`config.mk`:
```
export PLATFORM = sky130hd
export DESIGN_NAME = e203_exu_oitf_trk_flat
export DESIGN_NICKNAME = d
export VERILOG_FILES = /design/src/rtl/e203_exu_oitf_trk_pkg.sv /design/src/rtl/e203_exu_oitf_trk_if.sv /design/src/rtl/e203_exu_oitf_ptr.sv /design/src/rtl/e203_exu_oitf_trk.sv /design/src/flat_wrapper.sv
export SDC_FILE = /design/constraint.sdc
export NUM_CORES = 1
export LEC_CHECK = 0
export ABC_AREA = 1
export BUFFER_PORTS_ARGS = -buffer_cell sky130_fd_sc_hd__buf_2
export CAP_MARGIN = 15
export CORE_MARGIN = 8
export CORE_UTILIZATION = 40
export DETAILED_ROUTE_END_ITERATION = 8
export PLACE_DENSITY = 0.66
export SYNTH_ARGS = -nofsm -noshare
export SYNTH_HDL_FRONTEND = slang
export SYNTH_HIERARCHICAL = 1
export SYNTH_SLANG_ARGS = --single-unit
```
`constraint.sdc`:
```
create_clock -name clk -period 2.4 [get_ports clk]
set_input_delay 0.36 -clock clk [delete_from_list [all_inputs] [get_ports clk]]
set_output_delay 0.36 -clock clk [all_outputs]
set_load 0.01 [all_outputs]
```
`src/rtl/e203_exu_oitf_trk_pkg.sv`:
```
// Shared widths and entry layout for the outstanding instruction track FIFO.
// Widths follow the core configuration values.
package e203_exu_oitf_trk_pkg;

  localparam int RFIDX_W = 5;

  localparam int PC_W = 32;

  // ITAG width for a given depth; a depth of 1 still needs one tag bit.
  function automatic int itag_width(input int depth);
    return (depth > 1) ? $clog2(depth) : 1;
  endfunction

  // One tracked long-pipe instruction.
  typedef struct packed {
    logic [RFIDX_W-1:0] rdidx;
    logic               rdwen;
    logic [PC_W-1:0]    pc;
  } oitf_entry_t;

endpackage

```
`src/rtl/e203_exu_oitf_trk_if.sv`:
```
// Dispatch / write-back side bundle of the OITF.
// The slave modport is the FIFO itself; master is dispatch plus the retire arbiter.
interface e203_exu_oitf_trk_if
  import e203_exu_oitf_trk_pkg::*;
#(
  parameter int DEPTH = 2
);
  localparam int ITAG_W = itag_width(DEPTH);

  logic               dis_ena;
  logic               dis_ready;
  logic [ITAG_W-1:0]  dis_ptr;
  logic [RFIDX_W-1:0] dis_rdidx;
  logic               dis_rdwen;
  logic [PC_W-1:0]    dis_pc;
  logic               dis_rs1en;
  logic               dis_rs2en;
  logic [RFIDX_W-1:0] dis_rs1idx;
  logic [RFIDX_W-1:0] dis_rs2idx;
  logic               oitfrd_match_disrs1;
  logic               oitfrd_match_disrs2;
  logic               oitfrd_match_disrd;
  logic               ret_ena;
  logic [ITAG_W-1:0]  ret_ptr;
  logic [RFIDX_W-1:0] ret_rdidx;
  logic               ret_rdwen;
  logic [PC_W-1:0]    ret_pc;
  logic               oitf_empty;
  logic               oitf_full;

  modport master (
    output dis_ena, dis_rdidx, dis_rdwen, dis_pc,
    output dis_rs1en, dis_rs2en, dis_rs1idx, dis_rs2idx,
    output ret_ena,
    input  dis_ready, dis_ptr,
    input  oitfrd_match_disrs1, oitfrd_match_disrs2, oitfrd_match_disrd,
    input  ret_ptr, ret_rdidx, ret_rdwen, ret_pc,
    input  oitf_empty, oitf_full
  );

  modport slave (
    input  dis_ena, dis_rdidx, dis_rdwen, dis_pc,
    input  dis_rs1en, dis_rs2en, dis_rs1idx, dis_rs2idx,
    input  ret_ena,
    output dis_ready, dis_ptr,
    output oitfrd_match_disrs1, oitfrd_match_disrs2, oitfrd_match_disrd,
    output ret_ptr, ret_rdidx, ret_rdwen, ret_pc,
    output oitf_empty, oitf_full
  );

endinterface

```
`src/rtl/e203_exu_oitf_ptr.sv`:
```
// Pointer with wrap flag; the flag distinguishes full from empty when the
// write and read pointers coincide.
module e203_exu_oitf_ptr #(
  parameter int DEPTH  = 2,
  parameter int ITAG_W = 1
) (
  input  logic              clk,
  input  logic              rst,
  input  logic              inc,
  output logic [ITAG_W-1:0] ptr,
  output logic              flag
);

  logic [ITAG_W-1:0] ptr_r;
  logic              flag_r;

  // Advance modulo DEPTH, toggling the wrap flag on the DEPTH-1 -> 0 step.
  always_ff @(posedge clk) begin
    if (rst) begin
      ptr_r  <= '0;
      flag_r <= 1'b0;
    end else if (inc) begin
      if (ptr_r == ITAG_W'(DEPTH - 1)) begin
        ptr_r  <= '0;
        flag_r <= ~flag_r;
      end else begin
        ptr_r  <= ptr_r + ITAG_W'(1);
      end
    end
  end

  assign ptr  = ptr_r;
  assign flag = flag_r;

endmodule

```
`src/rtl/e203_exu_oitf_trk.sv`:
```
// Outstanding Instruction Track FIFO: tracks long-pipe instructions from
// dispatch until in-order write-back, and flags RAW/WAW hazards for dispatch.
module e203_exu_oitf_trk
  import e203_exu_oitf_trk_pkg::*;
#(
  parameter int DEPTH = 2
) (
  input  logic                  clk,
  input  logic                  rst,
  e203_exu_oitf_trk_if.slave    bus
);

  localparam int ITAG_W = itag_width(DEPTH);

  logic [ITAG_W-1:0] wptr_s;
  logic [ITAG_W-1:0] rptr_s;
  logic              wflag_s;
  logic              rflag_s;
  logic              empty_s;
  logic              full_s;
  logic              alloc_s;
  logic              retire_s;
  logic [DEPTH-1:0]  valid_r;
  logic [DEPTH-1:0]  valid_nxt_s;
  oitf_entry_t       entries_r [DEPTH];
  oitf_entry_t       new_entry_s;
  oitf_entry_t       head_s;
  logic              hit_rs1_s;
  logic              hit_rs2_s;
  logic              hit_rd_s;

  // Status comes from registered pointers only; no path from the enables.
  assign empty_s  = (wptr_s == rptr_s) & (wflag_s == rflag_s);
  assign full_s   = (wptr_s == rptr_s) & (wflag_s != rflag_s);
  assign alloc_s  = bus.dis_ena & ~full_s;
  assign retire_s = bus.ret_ena & ~empty_s;

  e203_exu_oitf_ptr #(.DEPTH(DEPTH), .ITAG_W(ITAG_W)) u_wptr (
    .clk  (clk),
    .rst  (rst),
    .inc  (alloc_s),
    .ptr  (wptr_s),
    .flag (wflag_s)
  );

  e203_exu_oitf_ptr #(.DEPTH(DEPTH), .ITAG_W(ITAG_W)) u_rptr (
    .clk  (clk),
    .rst  (rst),
    .inc  (retire_s),
    .ptr  (rptr_s),
    .flag (rflag_s)
  );

  assign new_entry_s.rdidx = bus.dis_rdidx;
  assign new_entry_s.rdwen = bus.dis_rdwen;
  assign new_entry_s.pc    = bus.dis_pc;

  // Next valid vector: set the allocated slot, clear the retired slot.
  // Both cannot target the same slot since that needs full and empty at once.
  always_comb begin
    valid_nxt_s = valid_r;
    for (int i = 0; i < DEPTH; i++) begin
      if (alloc_s && (wptr_s == ITAG_W'(i))) begin
        valid_nxt_s[i] = 1'b1;
      end else if (retire_s && (rptr_s == ITAG_W'(i))) begin
        valid_nxt_s[i] = 1'b0;
      end else begin
        valid_nxt_s[i] = valid_r[i];
      end
    end
  end

  // Valid bits are the only per-entry state cleared by reset.
  always_ff @(posedge clk) begin
    if (rst) begin
      valid_r <= '0;
    end else begin
      valid_r <= valid_nxt_s;
    end
  end

  // Payload storage; contents are meaningless while the slot is invalid.
  always_ff @(posedge clk) begin
    if (alloc_s) begin
      entries_r[wptr_s] <= new_entry_s;
    end
  end

  // Hazard compare against every live entry that writes rd. An entry retiring
  // this cycle still matches, which is safe; a same-cycle allocation does not.
  always_comb begin
    hit_rs1_s = 1'b0;
    hit_rs2_s = 1'b0;
    hit_rd_s  = 1'b0;
    for (int i = 0; i < DEPTH; i++) begin
      hit_rs1_s = hit_rs1_s | (valid_r[i] & entries_r[i].rdwen & (entries_r[i].rdidx == bus.dis_rs1idx));
      hit_rs2_s = hit_rs2_s | (valid_r[i] & entries_r[i].rdwen & (entries_r[i].rdidx == bus.dis_rs2idx));
      hit_rd_s  = hit_rd_s  | (valid_r[i] & entries_r[i].rdwen & (entries_r[i].rdidx == bus.dis_rdidx));
    end
  end

  assign head_s = entries_r[rptr_s];

  assign bus.dis_ready           = ~full_s;
  assign bus.dis_ptr             = wptr_s;
  assign bus.ret_ptr             = rptr_s;
  assign bus.ret_rdidx           = head_s.rdidx;
  assign bus.ret_rdwen           = head_s.rdwen;
  assign bus.ret_pc              = head_s.pc;
  assign bus.oitf_empty          = empty_s;
  assign bus.oitf_full           = full_s;
  assign bus.oitfrd_match_disrs1 = bus.dis_rs1en & hit_rs1_s;
  assign bus.oitfrd_match_disrs2 = bus.dis_rs2en & hit_rs2_s;
  assign bus.oitfrd_match_disrd  = bus.dis_rdwen & hit_rd_s;

endmodule

```
`src/flat_wrapper.sv`:
```
// flat-port wrapper written by rule: the top's interface ports become plain ports
module e203_exu_oitf_trk_flat import e203_exu_oitf_trk_pkg::*;
#(
  parameter int DEPTH = 2
)
  (clk, rst, bus_dis_ena, bus_dis_rdidx, bus_dis_rdwen, bus_dis_pc, bus_dis_rs1en, bus_dis_rs2en, bus_dis_rs1idx, bus_dis_rs2idx, bus_ret_ena, bus_dis_ready, bus_dis_ptr, bus_oitfrd_match_disrs1, bus_oitfrd_match_disrs2, bus_oitfrd_match_disrd, bus_ret_ptr, bus_ret_rdidx, bus_ret_rdwen, bus_ret_pc, bus_oitf_empty, bus_oitf_full);
  e203_exu_oitf_trk_if #(.DEPTH(DEPTH)) bus_i ();
  input  logic clk;
  input  logic rst;
  input wire logic [$bits(bus_i.dis_ena)-1:0] bus_dis_ena;
  input wire logic [$bits(bus_i.dis_rdidx)-1:0] bus_dis_rdidx;
  input wire logic [$bits(bus_i.dis_rdwen)-1:0] bus_dis_rdwen;
  input wire logic [$bits(bus_i.dis_pc)-1:0] bus_dis_pc;
  input wire logic [$bits(bus_i.dis_rs1en)-1:0] bus_dis_rs1en;
  input wire logic [$bits(bus_i.dis_rs2en)-1:0] bus_dis_rs2en;
  input wire logic [$bits(bus_i.dis_rs1idx)-1:0] bus_dis_rs1idx;
  input wire logic [$bits(bus_i.dis_rs2idx)-1:0] bus_dis_rs2idx;
  input wire logic [$bits(bus_i.ret_ena)-1:0] bus_ret_ena;
  output wire logic [$bits(bus_i.dis_ready)-1:0] bus_dis_ready;
  output wire logic [$bits(bus_i.dis_ptr)-1:0] bus_dis_ptr;
  output wire logic [$bits(bus_i.oitfrd_match_disrs1)-1:0] bus_oitfrd_match_disrs1;
  output wire logic [$bits(bus_i.oitfrd_match_disrs2)-1:0] bus_oitfrd_match_disrs2;
  output wire logic [$bits(bus_i.oitfrd_match_disrd)-1:0] bus_oitfrd_match_disrd;
  output wire logic [$bits(bus_i.ret_ptr)-1:0] bus_ret_ptr;
  output wire logic [$bits(bus_i.ret_rdidx)-1:0] bus_ret_rdidx;
  output wire logic [$bits(bus_i.ret_rdwen)-1:0] bus_ret_rdwen;
  output wire logic [$bits(bus_i.ret_pc)-1:0] bus_ret_pc;
  output wire logic [$bits(bus_i.oitf_empty)-1:0] bus_oitf_empty;
  output wire logic [$bits(bus_i.oitf_full)-1:0] bus_oitf_full;
  assign bus_i.dis_ena = bus_dis_ena;
  assign bus_i.dis_rdidx = bus_dis_rdidx;
  assign bus_i.dis_rdwen = bus_dis_rdwen;
  assign bus_i.dis_pc = bus_dis_pc;
  assign bus_i.dis_rs1en = bus_dis_rs1en;
  assign bus_i.dis_rs2en = bus_dis_rs2en;
  assign bus_i.dis_rs1idx = bus_dis_rs1idx;
  assign bus_i.dis_rs2idx = bus_dis_rs2idx;
  assign bus_i.ret_ena = bus_ret_ena;
  assign bus_dis_ready = bus_i.dis_ready;
  assign bus_dis_ptr = bus_i.dis_ptr;
  assign bus_oitfrd_match_disrs1 = bus_i.oitfrd_match_disrs1;
  assign bus_oitfrd_match_disrs2 = bus_i.oitfrd_match_disrs2;
  assign bus_oitfrd_match_disrd = bus_i.oitfrd_match_disrd;
  assign bus_ret_ptr = bus_i.ret_ptr;
  assign bus_ret_rdidx = bus_i.ret_rdidx;
  assign bus_ret_rdwen = bus_i.ret_rdwen;
  assign bus_ret_pc = bus_i.ret_pc;
  assign bus_oitf_empty = bus_i.oitf_empty;
  assign bus_oitf_full = bus_i.oitf_full;
  e203_exu_oitf_trk #(.DEPTH(DEPTH)) u_core (.clk(clk), .rst(rst), .bus(bus_i));
endmodule
```
* Yosys cells after proc, flatten, opt, wreduce, memory -nomap -nowiden
Memory sizes are Yosys's and may differ from the RTL's. A register that Yosys moved wholly into a read port is not among the register bits.
Index checks and enable logic that the tools add are counted.
** Storage, ports and cells
- Bits in read-only memories :: 0
- Bits in latches :: 0
- Flip-flop bits (word level) :: 6
- Memories :: 1
- Output and inout port bits :: 46
- Input port bits :: 54
- Memory bits (writable) :: 76
** Memories
- u_core.entries_r :: depth 2, width 38, read ports 3, clocked after Yosys merged registers in 1, wr ports 1, line e203_exu_oitf_trk.sv:25 : oitf_entry_t entries_r [DEPTH];
** Cells by class
- Shifts and indexed selects :: 0
- Mux-type cells :: 10
- $lt $le $gt $ge :: 0
- Div/mod/pow operators :: 0
- $add $sub $neg :: 2
- Multipliers :: 0
- Bitwise gates (word level) :: 24
- Equality and inequality tests :: 9
- Reduce and logical (&&, ||, !) cells :: 8
** Operators by type and width (number)
- 5-bit equality test :: 6
- 1-bit AND :: 15
- 1-bit two-way mux :: 10
- 1-bit inverter :: 6
- 1-bit logical AND :: 4
- 2-bit AND reduction :: 2
- 2-bit nonzero test :: 2
- 1-bit bitwise OR :: 3
- 1-bit adder (second input constant) :: 2
- 1-bit equality test :: 2
- 1-bit inequality test :: 1

* Depth between registers and ports, before layout
Gate-level depths: netlist of the first run.
- Word-level depth :: 7
- Depth in mapped cells :: 10
- Gate-level depth less buffers :: 10

* Cells and area by module
Netlist of the first run, hierarchy kept.
** By module, submodules not included
- e203_exu_oitf_trk :: area each 3462.1 um2, cells an instance 364, instances 1
- e203_exu_oitf_ptr :: area each 76.3 um2, cells an instance 11, instances 2

* Least setup slack after synthesis of the first run
No wires, ideal clock.
- Kind :: register to register
- Start point :: register u_core.u_rptr.ptr_r, in the netlist u_core/u_rptr/ptr
- End point :: memory u_core/entries_r[1][0] (netlist name), enable pin
- Clock period less this slack :: 2108 ps
- Stages on the path, launching flop included :: 8
- Setup slack :: 292 ps
- Arrival time :: 1715 ps
- Buffers on the path :: 1
- Cells stage by stage :: dfxtp_1 -> buf_6 -> inv_4 -> nand2_2 -> nand2_2 -> nand2_4 -> nand3_1 -> inv_1
** On the way
- Cells in the longest elaborated chain, start to end :: 6
** Ends and longest elaborated chain
- start, declared :: line e203_exu_oitf_ptr.sv:14 : logic [ITAG_W-1:0] ptr_r;
- start signal, assigned :: line e203_exu_oitf_ptr.sv:27 : ptr_r <= ptr_r + ITAG_W'(1);
- 1-bit equality test :: line e203_exu_oitf_trk.sv:34 : assign full_s = (wptr_s == rptr_s) & (wflag_s != rflag_s);
- 1-bit AND :: line e203_exu_oitf_trk.sv:34
- 1-bit inverter
- named net bus_dis_ready :: line flat_wrapper.sv:19 : output wire logic [$bits(bus_i.dis_ready)-1:0] bus_dis_ready;
- 1-bit AND :: line e203_exu_oitf_trk.sv:35 : assign alloc_s = bus.dis_ena & ~full_s;
- 1-bit two-way mux :: line e203_exu_oitf_trk.sv:84 : if (alloc_s) begin
- 1-bit two-way mux (not written as such) :: line e203_exu_oitf_trk.sv:85 : entries_r[wptr_s] <= new_entry_s;
- end, declared :: line e203_exu_oitf_trk.sv:25
The timed path passes the listed nets, and every way through them passes these cells.

==> results of run 1 <==
-- kinds of logic after synthesis --
kind of cell,after synthesis,synth area share
AO/OA/AOI/OAI,19,0.0277
flip-flops,82,0.665
buffers and inverters,49,0.0543
AND/OR/NAND/NOR,236,0.253
-- cells in the final DEF, fill, tap and decap left out --
master and count:
dfxtp_2 1, nand3_1 12, a21boi_1 2, nor2_1 30, inv_4 1, inv_2 7
bufinv_16 2, nand2_2 3, clkbuf_1 2, inv_1 31, dfxtp_1 5, clkbuf_8 9
nand2_4 1, o21ai_0 11, diode_2 1, a21oi_1 6, buf_2 99, clkinv_1 3
edfxtp_1 76, clkinvlp_4 2, buf_4 5, nand2_1 190
-- layer usage --
layer | vias to the layer above | wire, um | GRT usage
met5 | - | 0 | 0
met4 | 0 | 48 | 0.0382
met1 | 1238 | 3560 | 0.159
li1 | 1444 | - | -
met3 | 4 | 685 | 0.0465
met2 | 100 | 3710 | 0.210
-- stage by stage --
stage                     setup slack, ns  utilization  power (W)  std cells  hold slack (ns)
after floorplan                     0.292            -    0.00210        386            0.429
after global placement              0.548        0.484    0.00236        590            0.477
after detailed placement            0.532        0.484    0.00237        590            0.475
after CTS                           0.310        0.508    0.00340        606            0.201
after global routing                0.195        0.508    0.00354        606            0.190
final                               0.348        0.509    0.00335        607            0.217
-- sequential cells by signal, indices dropped and copies added (netlist names) --
signal and flops:
u_core/u_wptr/flag 1, u_core/u_rptr/ptr 1, u_core/entries_r 76, u_core/u_wptr/ptr 1, u_core/valid_r 2, u_core/u_rptr/flag 1
-- critical path, stage by stage (launching register included) --
cell,delay (ns)
dfxtp_2,0.63
buf_4,0.38
nand2_1,0.09
o21ai_0,0.09
buf_2,0.16
-- where the power goes --
group	switching (W)	internal, W	total [W]
clock	0.000447	0.000583	0.00103
combinational	0.000378	0.000210	0.000588
sequential	0.0000555	0.00168	0.00174
total	0.000880	0.00247	0.00335
-- final timing paths --
path                                                 to  slack (ns)  cells after the start
worst min register to register        u_core/valid_r[0]        0.48                      2
worst min-delay path            u_core/entries_r[1][25]        0.22                      1
worst max-delay path                   bus_ret_rdidx[0]        0.35                      4
worst max register to register  u_core/entries_r[0][20]        0.54                      7
-- area by class of cell --
type	instances	area share
timing repair buffer	104	0.120
sequential	82	0.539
clock inverter	5	0.0177
inverter	41	0.0351
antenna	1	0.000561
clock buffer	11	0.0295
multi-input combinational	255	0.228
tap	108	0.0303
==> impl_metrics.prom, run 1 <==
# TYPE chip_impl_metric gauge
chip_impl_metric{name="leakagePower",unit="nW"} 2.11
chip_impl_info{name="post-synth-top-count-cell",value="nand2_1"} 1
chip_impl_info{name="synth.area.top_cells",value="edfxtp_1 63%, nand2_1 20%, inv_1 3.4%, dfxtp_1 3.3%, nor2_1 3.1%"} 1
chip_impl_metric{name="die_height",unit="um"} 111
chip_impl_metric{name="antenna_violating_nets_post_route",unit=""} 0
chip_impl_metric{name="final-hold-violation-count",unit=""} 0
chip_impl_metric{name="synth.yosys.warnings",unit=""} 6
chip_impl_metric{name="num-nets-final",unit=""} 547
chip_impl_info{name="crit-reg2reg-launch",value="u_core/u_rptr/ptr"} 1
chip_impl_metric{name="via_count_of_the_first_global_routing_pass",unit=""} 2892
chip_impl_info{name="tritoncts_clock_tree",value="yes"} 1
chip_impl_metric{name="peak_vdd_ir",unit="mV"} 0.539
chip_impl_metric{name="syn2layout_area_growth",unit="%"} 23.3
chip_impl_info{name="min-delay-path-class",value="input pin to flop"} 1
chip_impl_metric{name="drt-pass1-iter-count",unit=""} 4
chip_impl_info{name="synthFlopType",value="edfxtp_1"} 1
chip_impl_metric{name="die_area",unit="um2"} 12300
chip_impl_metric{name="layout_worst_path_cycle_share",unit=""} 0.855
chip_impl_metric{name="routed_via_density",unit=""} 4.59
chip_impl_metric{name="maxCapViolations",unit=""} 0
chip_impl_metric{name="placement.io_buffers",unit=""} 99
chip_impl_metric{name="number_of_sinks_handled_by_clock_tree_synthesis",unit=""} 82
chip_impl_metric{name="grt_antenna_before_repair",unit=""} 0
chip_impl_metric{name="cts_hold_buffers",unit=""} 0
chip_impl_metric{name="detail_route.drc_violations",unit=""} 0
chip_impl_metric{name="number_of_pins_with_negative_max_slew_slack_in_the_final_report",unit=""} 0
chip_impl_info{name="netlist_top_cells_count",value="190 x nand2_1, 76 x edfxtp_1, 33 x inv_1, 30 x nor2_1, 12 x nand3_1"} 1
chip_impl_metric{name="report.final.setup_viol",unit=""} 0
chip_impl_info{name="crit_start",value="u_core/u_rptr/ptr"} 1
chip_impl_metric{name="post_synth_inst_count",unit=""} 386
chip_impl_metric{name="clk-insertion-delay-late",unit="ns"} 0.33
chip_impl_metric{name="seqCellArea",unit="um2"} 2400
chip_impl_metric{name="worstPathMaxFanout",unit=""} 28
chip_impl_metric{name="number_of_storage_elements_in_the_synthesis_netlist",unit=""} 82
chip_impl_metric{name="cts_repair_resizes",unit=""} 0
chip_impl_metric{name="post_dp_cell_area",unit="um2"} 4240
chip_impl_info{name="setup.worst_path.class",value="flop to output port"} 1
chip_impl_metric{name="via_count",unit=""} 2786
chip_impl_info{name="root_buffer",value="clkbuf_8"} 1
chip_impl_metric{name="layout_min_cycle_time",unit="ns"} 2.05
chip_impl_info{name="outcome",value="completed"} 1
chip_impl_info{name="timing.critical_path.to_type",value="output port"} 1
chip_impl_metric{name="signal_arrival_time_at_the_worst_endpoint",unit="ns"} 1.69
chip_impl_metric{name="cts_post_setup_buffers_inserted",unit=""} 0
chip_impl_metric{name="syn_nets",unit=""} 440
chip_impl_metric{name="place.detailed.hpwl",unit="um"} 5900
chip_impl_metric{name="clock.fmax",unit="MHz"} 487
chip_impl_metric{name="core_area",unit="um2"} 8760
chip_impl_metric{name="synth_cell_types",unit=""} 16
chip_impl_metric{name="num_rows",unit=""} 34
chip_impl_metric{name="ios",unit=""} 100
chip_impl_metric{name="cp.required",unit="ns"} 2.04
chip_impl_metric{name="number_of_synthesized_flops_with_an_enable_pin",unit=""} 76
chip_impl_metric{name="worst_skew",unit="ns"} 0.00810
chip_impl_metric{name="initialDrtViolationCount",unit=""} 182
chip_impl_info{name="startpoint_type",value="flop"} 1
chip_impl_metric{name="layout.filler_cells",unit=""} 823
chip_impl_metric{name="cts_max_path_buffers",unit=""} 2
chip_impl_metric{name="worstMarginPinSlew",unit="ns"} 0.499
chip_impl_metric{name="stdcell_area",unit="um2"} 4460
chip_impl_metric{name="grt_usage",unit=""} 0.130
chip_impl_metric{name="fp.dieW",unit="um"} 111
chip_impl_metric{name="footprint_of_the_multi_input_gates",unit="um2"} 1020
chip_impl_metric{name="grt_overflow",unit=""} 0
chip_impl_metric{name="synthDominantCellAreaShare",unit=""} 0.631
chip_impl_metric{name="grt_start_max_net_pins",unit=""} 39
chip_impl_metric{name="wirelength",unit="um"} 8010
chip_impl_metric{name="cts_max_level",unit=""} 3
chip_impl_info{name="rsz0062_at_grt",value="no"} 1
chip_impl_metric{name="layout-drive-gt1-share",unit=""} 0.261
chip_impl_metric{name="timing.max_slew.rel_slack",unit=""} 0.667
chip_impl_metric{name="gpl.final_weighted_congestion",unit=""} 0.807
chip_impl_metric{name="pwr_density_cell",unit="nW/um2"} 753
chip_impl_info{name="timing.hold.worst.start",value="bus_dis_pc[25]"} 1
chip_impl_metric{name="detail_route.wl_per_cell",unit="um"} 13.2
chip_impl_metric{name="grt_pass1_wl",unit="um"} 13200
chip_impl_metric{name="setup_tns",unit="ns"} 0
chip_impl_metric{name="initial_core_util",unit=""} 0.412
chip_impl_metric{name="proportion_of_synthesized_flip_flops_having_asynchronous_set_or_reset",unit=""} 0
chip_impl_metric{name="yosysSeqAreaShare",unit=""} 0.665
chip_impl_info{name="netlist.top_cell.by_area",value="edfxtp_1"} 1
chip_impl_metric{name="tritoncts.num_buffers",unit=""} 9
chip_impl_metric{name="clk_pin_slew",unit="ns"} 0.08
chip_impl_metric{name="syn_area",unit="um2"} 3610
chip_impl_metric{name="postSynthAreaPerCell",unit="um2"} 9.36
No activity file was read; power rests on OpenSTA's default activity.
==> inputs of run 2 (changes only) <==
- clock period: 2.4 -> 2.5 ns (I/O delays scaled with it)
==> impl_metrics.prom, run 2 (synthesis results as in run 1) <==
# TYPE chip_impl_metric gauge
chip_impl_metric{name="cts_repair_resizes",unit=""} 0
chip_impl_metric{name="antenna_violating_nets_post_route",unit=""} 0
chip_impl_metric{name="detail_route.wl_per_cell",unit="um"} 13.7
chip_impl_metric{name="ios",unit=""} 100
chip_impl_info{name="crit-reg2reg-launch",value="u_core/u_rptr/ptr"} 1
chip_impl_metric{name="number_of_sinks_handled_by_clock_tree_synthesis",unit=""} 82
chip_impl_metric{name="pwr_density_cell",unit="nW/um2"} 698
chip_impl_metric{name="place.detailed.hpwl",unit="um"} 6150
chip_impl_info{name="timing.hold.worst.start",value="bus_dis_pc[9]"} 1
chip_impl_metric{name="grt_usage",unit=""} 0.133
chip_impl_metric{name="worstMarginPinSlew",unit="ns"} 0.374
chip_impl_info{name="mostFrequentLayoutCell",value="nand2_1"} 1
chip_impl_metric{name="signal_arrival_time_at_the_worst_endpoint",unit="ns"} 1.55
chip_impl_info{name="setup.worst_path.class",value="flop to output port"} 1
chip_impl_metric{name="via_count_of_the_first_global_routing_pass",unit=""} 2877
chip_impl_metric{name="n_antenna_cell",unit=""} 0
chip_impl_metric{name="worstPathMaxFanout",unit=""} 7
chip_impl_metric{name="gpl.final_weighted_congestion",unit=""} 0.854
chip_impl_info{name="outcome",value="completed"} 1
chip_impl_metric{name="clk-insertion-delay-late",unit="ns"} 0.34
chip_impl_metric{name="maxCapViolations",unit=""} 0
chip_impl_info{name="cpMaxStageDelayCell",value="edfxtp_1"} 1
chip_impl_metric{name="peak_vdd_ir",unit="mV"} 0.415
chip_impl_metric{name="grt_antenna_before_repair",unit=""} 1
chip_impl_info{name="tritoncts_clock_tree",value="yes"} 1
chip_impl_metric{name="grt_overflow",unit=""} 0
chip_impl_info{name="top_regs",value="u_core/entries_r: 76 flops, u_core/valid_r: 2 flops"} 1
chip_impl_metric{name="initialDrtViolationCount",unit=""} 226
chip_impl_metric{name="routed_via_density",unit=""} 4.65
chip_impl_metric{name="placement.io_buffers",unit=""} 99
chip_impl_info{name="timing.critical_path.to_type",value="output port"} 1
chip_impl_metric{name="largest_register_ff_count",unit=""} 76
chip_impl_metric{name="cp.required",unit="ns"} 2.12
chip_impl_metric{name="clk_pin_slew",unit="ns"} 0.09
chip_impl_metric{name="layout_min_cycle_time",unit="ns"} 1.92
chip_impl_metric{name="grt_start_max_net_pins",unit=""} 36
chip_impl_info{name="min-delay-path-class",value="input pin to flop"} 1
chip_impl_metric{name="number_of_pins_with_negative_max_slew_slack_in_the_final_report",unit=""} 0
chip_impl_info{name="rsz0062_at_grt",value="no"} 1
chip_impl_metric{name="via_count",unit=""} 2825
chip_impl_metric{name="cts_post_setup_buffers_inserted",unit=""} 0
chip_impl_info{name="startpoint_type",value="flop"} 1
chip_impl_metric{name="cts_max_path_buffers",unit=""} 2
chip_impl_metric{name="layout-drive-gt1-share",unit=""} 0.267
chip_impl_metric{name="drt-pass1-iter-count",unit=""} 4
chip_impl_metric{name="grt_pass1_wl",unit="um"} 13400
chip_impl_metric{name="syn2layout_area_growth",unit="%"} 22.6
chip_impl_metric{name="setup_tns",unit="ns"} 0
chip_impl_info{name="crit_path_cell_trace",value="nand2_1 -> nand2_1 -> nor2_1 -> nand3_1 -> a21boi_1 -> buf_2"} 1
chip_impl_metric{name="cts_max_level",unit=""} 3
chip_impl_metric{name="fp.dieW",unit="um"} 111
chip_impl_info{name="critical-path-top-cell-by-count",value="nand2_1"} 1
chip_impl_metric{name="cts_hold_buffers",unit=""} 0
chip_impl_info{name="root_buffer",value="clkbuf_8"} 1
chip_impl_metric{name="report.final.setup_viol",unit=""} 0
chip_impl_metric{name="die_height",unit="um"} 111
chip_impl_metric{name="initial_core_util",unit=""} 0.412
chip_impl_metric{name="layout_worst_path_cycle_share",unit=""} 0.769
chip_impl_metric{name="wirelength",unit="um"} 8310
chip_impl_metric{name="num_rows",unit=""} 34
chip_impl_info{name="crit_start",value="u_core/entries_r[1][35]"} 1
chip_impl_metric{name="leakagePower",unit="nW"} 2.10
chip_impl_metric{name="clock.fmax",unit="MHz"} 520
chip_impl_metric{name="worst_skew",unit="ns"} 0.00529
chip_impl_metric{name="whs",unit="ns"} 0.217
chip_impl_metric{name="timing.max_slew.rel_slack",unit=""} 0.750
chip_impl_info{name="regMostFlops",value="u_core/entries_r"} 1
chip_impl_info{name="layout.cells.most_common_list",value="190 x nand2_1, 99 x buf_2, 76 x edfxtp_1, 31 x inv_1, 30 x nor2_1"} 1
chip_impl_metric{name="die_area",unit="um2"} 12300
chip_impl_metric{name="final-hold-violation-count",unit=""} 0
chip_impl_metric{name="tritoncts.num_buffers",unit=""} 9
chip_impl_metric{name="core_area",unit="um2"} 8760
chip_impl_metric{name="num-nets-final",unit=""} 548
chip_impl_metric{name="detail_route.drc_violations",unit=""} 0
chip_impl_metric{name="critPathMaxStageDelay",unit="ns"} 0.51
[run 2: cell types whose count changed in the layout (fill, tap and decap cells not counted), sizes merged]
cell	before	now
buf	104	105
bufinv	2	0
clkbuf	11	10
clkinvlp	2	3
diode	1	0
inv	39	41
[run 2: path summary, 6_finish.rpt]
| check | end | slack [ns] | cells after the start |
|---|---|---|---|
| max | bus_oitfrd_match_disrd | 0.58 | 6 |
| min | u_core/entries_r[1][9] | 0.22 | 1 |
| max reg2reg | u_core/entries_r[0][10] | 0.86 | 7 |
| min reg2reg | u_core/valid_r[0] | 0.49 | 2 |
[run 2: critical path, delay by kind of cell (launching register included)]
kind,cells,cell delay (ns)
simple gates,4,0.34
compound gates,1,0.19
flops,1,0.51
buf+inv,1,0.17
[run 2: power breakdown]
| part | total [W] | switching, W | internal (W) | leakage, nW |
|---|---|---|---|---|
| logic | 0.000586 | 0.000382 | 0.000204 | 1.26 |
| registers | 0.00165 | 0.0000397 | 0.00161 | 0.760 |
| clock network | 0.000853 | 0.000480 | 0.000373 | 0.0810 |
[run 2: stage by stage]
step                total power (W)  std cells  utilization  instance area, um2  setup WS, ns
CTS                         0.00312        607        0.506                4430         0.587
finish                      0.00309        607        0.506                4430         0.576
detailed placement          0.00228        591        0.485                4250         0.855
floorplan                   0.00201        386            -                3610         0.392
global route                0.00326        607        0.506                4430         0.420
global placement            0.00227        591        0.485                4250         0.874
[run 2: area by class of cell]
type	count	area, um2
fillers	835	4330
flip-flops and latches	82	2400
multi-input cells	255	1020
repair buffers	105	541
inverters	41	156
well taps	108	135
clock buffers	10	128
clock inverters	6	51.3
[run 2: layer usage]
layer  share of wire  routed length, um  vias to the layer above  global-route usage
met5          0.0014                 12                        -                   0
met4           0.011                 92                        2              0.0436
met3           0.083                686                       10              0.0514
met2            0.45               3750                       97               0.208
met1            0.45               3760                     1269               0.164
li1                -                  -                     1447                   -
==> inputs of run 3 (changes only) <==
- ABC_AREA: 1 -> 0
- clock period: 2.5 -> 1.8 ns (I/O delays scaled with it)
==> impl_metrics.prom, run 3 <==
# TYPE chip_impl_metric gauge
chip_impl_metric{name="die_area",unit="um2"} 12300
chip_impl_info{name="tritoncts_clock_tree",value="yes"} 1
chip_impl_metric{name="placement.io_buffers",unit=""} 99
chip_impl_metric{name="layout_min_cycle_time",unit="ns"} 1.82
chip_impl_metric{name="synthDominantCellAreaShare",unit=""} 0.634
chip_impl_metric{name="seqCellArea",unit="um2"} 2410
chip_impl_info{name="crit_start",value="u_core/entries_r[1][34]"} 1
chip_impl_metric{name="post_synth_inst_count",unit=""} 202
chip_impl_metric{name="via_count",unit=""} 2060
chip_impl_metric{name="cts_max_path_buffers",unit=""} 2
chip_impl_metric{name="synth.yosys.warnings",unit=""} 6
chip_impl_metric{name="core_area",unit="um2"} 8720
chip_impl_metric{name="cp.required",unit="ns"} 1.53
chip_impl_info{name="violations",value="negative setup slack"} 1
chip_impl_info{name="timing.hold.worst.start",value="bus_dis_pc[10]"} 1
chip_impl_info{name="layout.cells.most_common_list",value="99 x buf_2, 76 x edfxtp_1, 36 x mux2_4, 29 x xnor2_1, 12 x nand4_1"} 1
chip_impl_metric{name="antenna_violating_nets_post_route",unit=""} 0
chip_impl_info{name="regMostFlops",value="u_core/entries_r"} 1
chip_impl_metric{name="gpl.final_weighted_congestion",unit=""} 0.817
chip_impl_info{name="outcome",value="complete, but fails checks"} 1
chip_impl_metric{name="clock.fmax",unit="MHz"} 549
chip_impl_metric{name="report.final.setup_viol",unit=""} 1
chip_impl_info{name="min-delay-path-class",value="input pin to flop"} 1
chip_impl_info{name="timing.critical_path.to_type",value="output port"} 1
chip_impl_info{name="setup.worst_path.class",value="flop to output port"} 1
chip_impl_metric{name="layout_worst_path_cycle_share",unit=""} 1.01
chip_impl_metric{name="internal",unit="W"} 0.00390
chip_impl_metric{name="yosysSeqAreaShare",unit=""} 0.667
chip_impl_metric{name="grt_start_max_net_pins",unit=""} 25
chip_impl_metric{name="num-nets-final",unit=""} 369
chip_impl_info{name="synth.area.top_cells",value="edfxtp_1 63%, mux2_4 15%, xnor2_1 7.8%, dfxtp_1 3.3%, nand4_1 2.1%"} 1
chip_impl_metric{name="largest_register_ff_count",unit=""} 76
chip_impl_metric{name="switching_share",unit=""} 0.306
chip_impl_metric{name="cts_max_level",unit=""} 3
chip_impl_metric{name="worstPathMaxFanout",unit=""} 4
chip_impl_metric{name="timing.max_slew.rel_slack",unit=""} 0.778
chip_impl_metric{name="peak_vdd_ir",unit="mV"} 0.538
chip_impl_metric{name="number_of_synthesized_flops_with_an_enable_pin",unit=""} 76
chip_impl_metric{name="grt_pass1_wl",unit="um"} 11700
chip_impl_metric{name="initial_core_util",unit=""} 0.413
chip_impl_metric{name="final_core_utilization",unit=""} 0.516
chip_impl_metric{name="synth_cell_types",unit=""} 25
chip_impl_metric{name="postSynthAreaPerCell",unit="um2"} 17.8
chip_impl_metric{name="comb_power_share",unit=""} 0.340
chip_impl_metric{name="number_of_sinks_handled_by_clock_tree_synthesis",unit=""} 82
chip_impl_info{name="crit-reg2reg-launch",value="u_core/u_rptr/flag"} 1
chip_impl_metric{name="leakagePower",unit="nW"} 1.73
chip_impl_metric{name="layout-drive-gt1-share",unit=""} 0.550
chip_impl_metric{name="clk_pin_slew",unit="ns"} 0.10
chip_impl_metric{name="grt_overflow",unit=""} 0
chip_impl_metric{name="die_height",unit="um"} 111
chip_impl_metric{name="grt_usage",unit=""} 0.118
chip_impl_info{name="mostFrequentLayoutCell",value="buf_2"} 1
chip_impl_metric{name="syn2layout_area_growth",unit="%"} 25.1
chip_impl_metric{name="footprint_of_the_multi_input_gates",unit="um2"} 1160
chip_impl_metric{name="detail_route.wl_per_cell",unit="um"} 17.1
chip_impl_info{name="startpoint_type",value="flop"} 1
chip_impl_metric{name="drt-pass1-iter-count",unit=""} 4
chip_impl_metric{name="netSwitchingPower",unit="W"} 0.00172
chip_impl_metric{name="number_of_storage_elements_in_the_synthesis_netlist",unit=""} 82
chip_impl_metric{name="maxCapViolations",unit=""} 0
chip_impl_info{name="rsz0062_at_grt",value="yes"} 1
chip_impl_metric{name="wirelength",unit="um"} 7330
chip_impl_metric{name="fp.dieW",unit="um"} 111
chip_impl_info{name="root_buffer",value="clkbuf_8"} 1
chip_impl_metric{name="grt_antenna_before_repair",unit=""} 0
chip_impl_metric{name="worstMarginPinSlew",unit="ns"} 0.333
chip_impl_metric{name="syn_nets",unit=""} 256
chip_impl_info{name="synthFlopType",value="edfxtp_1"} 1
chip_impl_metric{name="number_of_pins_with_negative_max_slew_slack_in_the_final_report",unit=""} 0
chip_impl_metric{name="ios",unit=""} 100
chip_impl_metric{name="pwr_density_cell",unit="nW/um2"} 1250
chip_impl_metric{name="timing.final.ws_setup",unit="ns"} -0.0230
chip_impl_metric{name="routed_via_density",unit=""} 4.81
chip_impl_metric{name="clk-insertion-delay-late",unit="ns"} 0.35
chip_impl_metric{name="layout.filler_cells",unit=""} 729
chip_impl_metric{name="seq_power_share",unit=""} 0.444
chip_impl_metric{name="initialDrtViolationCount",unit=""} 53
chip_impl_metric{name="worst_skew",unit="ns"} 0.0114
chip_impl_metric{name="cell_count_after_placement",unit=""} 410
chip_impl_metric{name="dpl_worst_slack",unit="ns"} 0.309
chip_impl_info{name="netlist_top_cells_count",value="76 x edfxtp_1, 36 x mux2_4, 32 x xnor2_1, 12 x nand4_1, 6 x dfxtp_1"} 1
chip_impl_metric{name="signal_arrival_time_at_the_worst_endpoint",unit="ns"} 1.55
chip_impl_metric{name="via_count_of_the_first_global_routing_pass",unit=""} 2245
chip_impl_metric{name="place.detailed.hpwl",unit="um"} 5270
chip_impl_metric{name="num_rows",unit=""} 34
chip_impl_metric{name="final-hold-violation-count",unit=""} 0
chip_impl_info{name="netlist.top_cell.by_area",value="edfxtp_1"} 1
chip_impl_metric{name="p_clk_frac",unit=""} 0.216
chip_impl_metric{name="post_layout_nonfiller_instances",unit=""} 428
chip_impl_metric{name="n_antenna_cell",unit=""} 0
chip_impl_metric{name="proportion_of_synthesized_flip_flops_having_asynchronous_set_or_reset",unit=""} 0
chip_impl_info{name="post-synth-top-count-cell",value="edfxtp_1"} 1
chip_impl_metric{name="detail_route.drc_violations",unit=""} 0
chip_impl_metric{name="tritoncts.num_buffers",unit=""} 9
chip_impl_info{name="top_regs",value="u_core/entries_r: 76 flops, u_core/valid_r: 2 flops"} 1
chip_impl_metric{name="syn_area",unit="um2"} 3600
[run 3: worst max-delay path, stage by stage, from the launching register on]
cell	delay, ns
edfxtp_1	0.49
xnor2_1	0.24
nand4_1	0.15
o22ai_2	0.18
buf_2	0.15
[run 3: stage by stage]
step | hold WS, ns | TNS (ns) | instance area (um2) | total power [W]
after floorplan | 0.332 | 0 | 3610 | 0.00381
after global placement | 0.459 | 0 | 4260 | 0.00441
after detailed placement | 0.462 | 0 | 4260 | 0.00442
after CTS | 0.0834 | 0 | 4450 | 0.00565
after global routing | 0.0758 | -0.187 | 4500 | 0.00592
final | 0.105 | -0.0230 | 4500 | 0.00562
[run 3: timing repair]
action	4_1_cts	5_1_grt
endpoints found under the setup margin	1	4
setup buffers	1	0
resized for setup	0	5
hold buffers	0	0
pin swaps	2	7
cloned	0	1
[run 3: final timing paths]
path / endpoint / slack (ns) / cells past startpoint
max: bus_oitfrd_match_disrs1 / -0.02 / 4
min: u_core/entries_r[0][10] / 0.10 / 1
max reg2reg: u_core/entries_r[1][0] / 0.30 / 4
min reg2reg: u_core/valid_r[1] / 0.56 / 2
[run 3: routing by layer]
metal  vias up  GRT usage  wire (um)
met5         -          0          0
met4         0     0.0514         95
met3         9     0.0379        394
met2        75      0.189       3580
met1       981      0.141       3260
li1        995          -          -
[run 3: cell type report]
cell class	instances	share of cell area
clock buffer	9	0.0275
inverter	4	0.00500
multi-input combinational	111	0.257
timing repair buffer	107	0.133
clock inverter	7	0.0128
sequential	82	0.534
tap	108	0.0300
[run 3: kinds of logic after synthesis]
kind of cell    synth area share
compound gates            0.0240
xor+xnor                  0.0893
buf+inv                   0.0198
flops                      0.667
mux                        0.156
simple gates              0.0431
[run 3: power by group through the flow]
stage | sequential [W] | clock [W] | combinational (W)
final | 0.00250 | 0.00121 | 0.00191
after global routing | 0.00253 | 0.00133 | 0.00206
after CTS | 0.00249 | 0.00126 | 0.00189
after detailed placement | 0.00254 | 0 | 0.00188
after global placement | 0.00252 | 0 | 0.00189
after floorplan | 0.00251 | 0 | 0.00130
